`src/rtl/ps2_pkg.sv`:
```
// ps2_pkg
//   Shared PS/2 receive types and key constants. The downstream screen/game
//   FSMs import the same constants so make/break decoding stays consistent.
//   Contents: ps2_state_t (receiver FSM states), PS/2 byte constants,
//   ps2_parity_ok() odd-parity check over a data byte plus its parity bit.
package ps2_pkg;

   typedef enum logic [1:0] {
      IDLE   = 2'd0,
      DATA   = 2'd1,
      PARITY = 2'd2,
      STOP   = 2'd3
   } ps2_state_t;

   localparam logic [7:0] PS2_BREAK = 8'hF0;
   localparam logic [7:0] PS2_EXT   = 8'hE0;
   localparam logic [7:0] KEY_ENTER = 8'h5A;
   localparam logic [7:0] KEY_R     = 8'h2D;

   // PS/2 uses odd parity: data bits plus parity bit hold an odd number of ones.
   function automatic logic ps2_parity_ok(input logic [7:0] data_byte, input logic par_bit);
      return ^{data_byte, par_bit};
   endfunction

endpackage

```
`src/rtl/ps2_line_filter.sv`:
```
// ps2_line_filter
//   Conditions the raw PS/2 pins for the receiver.
//   ps2_clk : 2-FF synchronizer, then a level filter that only changes after
//             FILTER_LEN consecutive samples disagree with the current level.
//   ps2_data: 2-FF synchronizer only (sampled at filtered clock edges).
// Ports
//   clk, rst     system clock, synchronous active-high reset
//   ps2_clk      raw PS/2 clock pin (async, idle high)
//   ps2_data     raw PS/2 data pin (async, idle high)
//   data_s       synchronized ps2_data
//   fall_strobe  1-cycle pulse on each falling edge of the filtered clock
module ps2_line_filter #(
   parameter int FILTER_LEN = 8
) (
   input  logic clk,
   input  logic rst,
   input  logic ps2_clk,
   input  logic ps2_data,
   output logic data_s,
   output logic fall_strobe
);

   localparam int CNT_W = (FILTER_LEN > 1) ? $clog2(FILTER_LEN) : 1;

   logic             clk_meta_q,  clk_meta_d;
   logic             clk_s_q,     clk_s_d;
   logic             data_meta_q, data_meta_d;
   logic             data_s_q,    data_s_d;
   logic             filt_q,      filt_d;
   logic             filt_prev_q, filt_prev_d;
   logic [CNT_W-1:0] cnt_q,       cnt_d;

   always_comb begin
      clk_meta_d  = ps2_clk;
      clk_s_d     = clk_meta_q;
      data_meta_d = ps2_data;
      data_s_d    = data_meta_q;
      filt_d      = filt_q;
      filt_prev_d = filt_q;
      cnt_d       = '0;
      // cnt_q counts consecutive samples that disagree with the filtered level;
      // the sample that would make it FILTER_LEN flips the level instead.
      if (clk_s_q != filt_q) begin
         if (cnt_q == CNT_W'(FILTER_LEN - 1)) begin
            filt_d = clk_s_q;
         end else begin
            cnt_d = cnt_q + CNT_W'(1);
         end
      end
   end

   always_ff @(posedge clk) begin
      if (rst) begin
         clk_meta_q  <= 1'b1;
         clk_s_q     <= 1'b1;
         data_meta_q <= 1'b1;
         data_s_q    <= 1'b1;
         filt_q      <= 1'b1;
         filt_prev_q <= 1'b1;
         cnt_q       <= '0;
      end else begin
         clk_meta_q  <= clk_meta_d;
         clk_s_q     <= clk_s_d;
         data_meta_q <= data_meta_d;
         data_s_q    <= data_s_d;
         filt_q      <= filt_d;
         filt_prev_q <= filt_prev_d;
         cnt_q       <= cnt_d;
      end
   end

   assign data_s      = data_s_q;
   assign fall_strobe = filt_prev_q & ~filt_q;

endmodule

```
`src/rtl/ps2_keycode_rx.sv`:
```
// ps2_keycode_rx
//   PS/2 keyboard frame receiver. Frames are start(0), 8 data bits LSB first,
//   odd parity, stop(1). Each accepted byte shifts into a 16-bit keycode
//   {previous byte, latest byte}. Prefix bytes (E0/F0) are not interpreted.
// Ports
//   clk, rst    system clock, synchronous active-high reset
//   ps2_clk     raw PS/2 clock pin
//   ps2_data    raw PS/2 data pin
//   keycode     {previous byte, last accepted byte}, held between updates
//   key_valid   1-cycle pulse in the cycle keycode updates
//   frame_err   1-cycle pulse on parity, stop-bit or inter-bit timeout error
//
// state  | meaning
// IDLE   | waiting for a start bit (data=0 at a clock fall)
// DATA   | shifting in 8 data bits, LSB first
// PARITY | capturing the parity bit
// STOP   | checking stop bit and parity, then accept or flag error
module ps2_keycode_rx
   import ps2_pkg::*;
#(
   parameter int CLK_FREQ_HZ = 65_000_000,
   parameter int TIMEOUT_US  = 100,
   parameter int FILTER_LEN  = 8
) (
   input  logic        clk,
   input  logic        rst,
   input  logic        ps2_clk,
   input  logic        ps2_data,
   output logic [15:0] keycode,
   output logic        key_valid,
   output logic        frame_err
);

   localparam int TIMEOUT_CYCLES = CLK_FREQ_HZ / 1_000_000 * TIMEOUT_US;
   localparam int TO_W           = $clog2(TIMEOUT_CYCLES + 1);

   logic data_s;
   logic strobe;

   ps2_line_filter #(
      .FILTER_LEN (FILTER_LEN)
   ) u_line_filter (
      .clk         (clk),
      .rst         (rst),
      .ps2_clk     (ps2_clk),
      .ps2_data    (ps2_data),
      .data_s      (data_s),
      .fall_strobe (strobe)
   );

   ps2_state_t  state_q,     state_d;
   logic [2:0]  bit_cnt_q,   bit_cnt_d;
   logic [7:0]  shift_q,     shift_d;
   logic        par_q,       par_d;
   logic [TO_W-1:0] to_cnt_q, to_cnt_d;
   logic [15:0] keycode_q,   keycode_d;
   logic        key_valid_q, key_valid_d;
   logic        frame_err_q, frame_err_d;
   logic        timeout_hit;

   // The counter reaches TIMEOUT_CYCLES on the same edge the error pulse is
   // registered; a strobe in this cycle takes priority.
   assign timeout_hit = (state_q != IDLE) && !strobe &&
                        (to_cnt_q == TO_W'(TIMEOUT_CYCLES - 1));

   always_comb begin
      state_d     = state_q;
      bit_cnt_d   = bit_cnt_q;
      shift_d     = shift_q;
      par_d       = par_q;
      keycode_d   = keycode_q;
      key_valid_d = 1'b0;
      frame_err_d = 1'b0;

      if (state_q == IDLE || strobe) begin
         to_cnt_d = '0;
      end else if (to_cnt_q != TO_W'(TIMEOUT_CYCLES)) begin
         to_cnt_d = to_cnt_q + TO_W'(1);
      end else begin
         to_cnt_d = to_cnt_q;
      end

      if (strobe) begin
         unique case (state_q)
            IDLE: begin
               if (!data_s) begin
                  state_d   = DATA;
                  bit_cnt_d = '0;
               end
            end
            DATA: begin
               shift_d   = {data_s, shift_q[7:1]};
               bit_cnt_d = bit_cnt_q + 3'd1;
               if (bit_cnt_q == 3'd7) begin
                  state_d = PARITY;
               end
            end
            PARITY: begin
               par_d   = data_s;
               state_d = STOP;
            end
            STOP: begin
               if (data_s && ps2_parity_ok(shift_q, par_q)) begin
                  keycode_d   = {keycode_q[7:0], shift_q};
                  key_valid_d = 1'b1;
               end else begin
                  frame_err_d = 1'b1;
               end
               state_d = IDLE;
            end
            default: state_d = IDLE;
         endcase
      end else if (timeout_hit) begin
         frame_err_d = 1'b1;
         state_d     = IDLE;
      end
   end

   always_ff @(posedge clk) begin
      if (rst) begin
         state_q     <= IDLE;
         bit_cnt_q   <= '0;
         shift_q     <= '0;
         par_q       <= 1'b0;
         to_cnt_q    <= '0;
         keycode_q   <= '0;
         key_valid_q <= 1'b0;
         frame_err_q <= 1'b0;
      end else begin
         state_q     <= state_d;
         bit_cnt_q   <= bit_cnt_d;
         shift_q     <= shift_d;
         par_q       <= par_d;
         to_cnt_q    <= to_cnt_d;
         keycode_q   <= keycode_d;
         key_valid_q <= key_valid_d;
         frame_err_q <= frame_err_d;
      end
   end

   assign keycode   = keycode_q;
   assign key_valid = key_valid_q;
   assign frame_err = frame_err_q;

endmodule

```
`config.mk`:
```
export PLATFORM = sky130hd
export DESIGN_NAME = ps2_keycode_rx
export DESIGN_NICKNAME = d
export VERILOG_FILES = /design/src/rtl/ps2_pkg.sv /design/src/rtl/ps2_line_filter.sv /design/src/rtl/ps2_keycode_rx.sv
export SDC_FILE = /design/constraint.sdc
export NUM_CORES = 1
export LEC_CHECK = 0
export BUFFER_PORTS_ARGS = -buffer_cell sky130_fd_sc_hd__buf_2
export CAP_MARGIN = 10
export CORE_UTILIZATION = 58
export DETAILED_ROUTE_END_ITERATION = 8
export PLACE_DENSITY = 0.86
export SLEW_MARGIN = 15
export SYNTH_ARGS = -nofsm -noshare
export SYNTH_HDL_FRONTEND = slang
export SYNTH_SLANG_ARGS = --single-unit
```
`constraint.sdc`:
```
create_clock -name clk -period 2.3 [get_ports clk]
set_input_delay 0.23 -clock clk [delete_from_list [all_inputs] [get_ports clk]]
set_output_delay 0.23 -clock clk [all_outputs]
set_load 0.01 [all_outputs]
```
==> flow_metrics.tcl <==
set metrics [dict create \
    worst-slew-pin-transition_ns 0.658 \
    worst-r2r-cell-count 5 \
    detail_route.wl_per_cell_um 13.0 \
    design.portCount 22 \
    cts_tree "yes" \
    start_kind "register" \
    drc_violations_left 0 \
    vdd_drop_max_mv 0.298 \
    ctsRootBufferMaster "sky130_fd_sc_hd__clkbuf_8" \
    rsz0062_at_grt "no" \
    floorplan_die_height_um 65.8 \
    leakage_dissipation_uw 0.00106 \
    layout.filler_cells 298 \
    count_of_final_hold_check_violations 0 \
    max_freq_mhz 529 \
    average_cell_area_after_synthesis_um2 9.61 \
    overflow 0 \
    yosysWarnings 0 \
    placed_cells 306 \
    vias 1717 \
    post-cts-setup-buffers 0 \
    timing.clock.skew_ns 0.0151 \
    place_congestion 0.833 \
    core_area_mm2 0.00377 \
    routed_via_density 5.47 \
    synth_seq_cells 54 \
    timing.critical_path.slowest_stage_cell "sky130_fd_sc_hd__or4b_2" \
    numPortBuffers 21 \
    critical_path_peak_fanout 7 \
    total_cts_buffers 5 \
    report.final.slew_viol_count 0 \
    period_minus_slack_ns 1.89 \
    layout.cells.non_filler 314 \
    hp-class "in2reg" \
    syn-num-nets 260 \
    timing.final.setup_violations 0 \
    worst-endpoint-required_ns 2.49 \
    final_min_period_over_clock_period 0.822 \
    yosysUniqueCellTypes 38 \
    via_count_of_the_first_global_routing_pass 1622 \
    totalWireLength_um 4070 \
    drt_pass1_iterations 4 \
    post_route_cells_drive_above_1_share 0.154 \
    track_usage 0.211 \
    finalSetupTns_ns 0 \
    maxSlewHeadroom 0.560 \
    maxCapViolCount 0 \
    cp_cell_sequence "inv_1 > ha_1 > or4b_2 > o21ai_0 > a21oi_1" \
    endpoint_kind "register" \
    clkLatencyLatePin_ns 0.31 \
    initial_utilization 0.627 \
    finish.net_count 279 \
    drtAntennaViolNets 0 \
    clk_pin_slew_ns 0.09 \
    crit_arrival_ns 2.08 \
    grt_pass1_wl_um 6940 \
    grt_antenna_before_repair 0 \
    holdPathStages 2 \
    antenna_cells 0 \
    run_status "complete, no violations" \
    row_count 22 \
    dpl.hpwl_um 2850 \
    layout_common_cells "54 x sky130_fd_sc_hd__dfxtp_1, 37 x sky130_fd_sc_hd__nand2_1, 27 x sky130_fd_sc_hd__mux2i_1" \
    synth_cells 246 \
    critPathMaxStageDelay_ns 0.68 \
    power.density_cell_area_mw_per_mm2 575 \
    htree_levels 2 \
    clock_sinks 54 \
    post_synth_instance_area_mm2 0.00236 \
    initial_drc_count 64 \
    grt_max_degree 25 \
    timing.setup.critical_path_class "reg2reg" \
    area_delta_synth_final_pct 9.16 \
    floorplan.die.width_um 65.8 \
    post_cts_hold_buffer_count 0 \
    ctsLongestPathBuffers 2 \
    design.die.area_mm2 0.00433 \
    most_common_cell_after_layout_fill_and_taps_aside "sky130_fd_sc_hd__dfxtp_1" \
    synth_seq_area_share 0.457 \
    cts.repair.resized 0 \
]
## kinds of logic (layout without fill, tap and decap cells)
group | after synthesis | in the layout | share of synthesized area
adders and majority gates | 10 | 10 | 0.0529
xor gates and xnor gates | 15 | 15 | 0.0683
DFF | 54 | 54 | 0.457
buffers and inverters | 15 | 35 | 0.0275
AOI/OAI and AO/OA | 18 | 18 | 0.0450
muxes | 29 | 29 | 0.127
and+or+nand+nor | 105 | 105 | 0.222
## layout make-up
type                    instances  area, um2  share of cell area
multi-input cells             177       1220               0.472
repair buffers                 22        113              0.0436
flip-flops and latches         54       1080               0.419
well taps                      48       60.1              0.0233
clock buffers                   5       68.8              0.0267
clock inverters                 3       21.3             0.00824
inverters                       5       18.8             0.00727
## per-stage QoR
step	cell area (um2)	utilization	power (uW)	setup WS, ns	hold WS, ns
after floorplan	2360	-	976	0.609	0.334
after global placement	2490	0.660	983	0.544	0.397
after detailed placement	2490	0.660	984	0.501	0.400
after CTS	2580	0.684	1490	0.423	0.0967
after global routing	2580	0.684	1540	0.286	0.0967
final	2580	0.684	1480	0.410	0.0981
## sequential cells by signal, summed over array words and instances (netlist names), 2 cells and up
signal and flops:
bit_cnt_q 3, keycode 16, shift_q 8, state_q 2, to_cnt_q 13, u_line_filter.cnt_q 3
## routing by layer
| metal | share of wire | up-vias | routed length (um) | global-route usage |
|---|---|---|---|---|
| met4 | 0.027 | 0 | 111 | 0.101 |
| met3 | 0.037 | 12 | 150 | 0.0552 |
| met1 | 0.45 | 793 | 1820 | 0.233 |
| met2 | 0.49 | 39 | 1990 | 0.372 |
| met5 | 0 | - | 0 | 0 |
| li1 | - | 873 | - | - |
## worst max-delay path, delay by kind of cell, from the launching register on
| family | cells | cell delay [ns] |
|---|---|---|
| simple gates | 1 | 0.68 |
| fa+ha+maj | 1 | 0.29 |
| compound gates | 2 | 0.30 |
| buf+inv | 1 | 0.09 |
| flops | 1 | 0.41 |
## cells in the mapped netlist, drive strengths merged
cell,count,area (um2)
nor2,23,86.3
nand2b,1,6.26
o21ai,6,30.0
o31ai,1,7.51
a21oi,6,30.0
and3,3,18.8
a22oi,3,22.5
or2,6,37.5
nand3,7,35.0
o211ai,1,7.51
nor3,4,20.0
buf,2,16.3
mux2i,28,284
and2,3,18.8
or4b,2,20.0
nor2b,4,25.0
ha,10,125
clkbuf,8,30.0
xor2,6,52.6
nand4b,1,8.76
nand2,37,139
inv,4,15.0
xnor2,7,61.3
nor4b,1,8.76
mux2,1,15.0
clkinv,1,3.75
dfxtp,54,1080
xor3,1,23.8
or4bb,1,11.3
nand4,5,31.3
a311oi,1,8.76
or3,5,31.3
xnor3,1,23.8
nor4,2,27.5
## power by group
| group | total (uW) | internal (uW) | switching [uW] |
|---|---|---|---|
| combinational | 21.7 | 6.57 | 15.1 |
| sequential | 940 | 938 | 2.32 |
| clock | 521 | 214 | 306 |
## path summary, 6_finish.rpt
kind                                                            from                                   to  slack, ns
worst max-delay path                         state_q[0]$_SDFFE_PP0P_              state_q[0]$_SDFFE_PP0P_       0.41
worst max register to register               state_q[0]$_SDFFE_PP0P_              state_q[0]$_SDFFE_PP0P_       0.41
worst min register to register  u_line_filter.data_meta_q$_SDFF_PP1_      u_line_filter.data_s$_SDFF_PP1_       0.42
worst min-delay path                                         ps2_clk  u_line_filter.clk_meta_q$_SDFF_PP1_        0.1
Note: power is estimated with default switching activity, not from simulation.
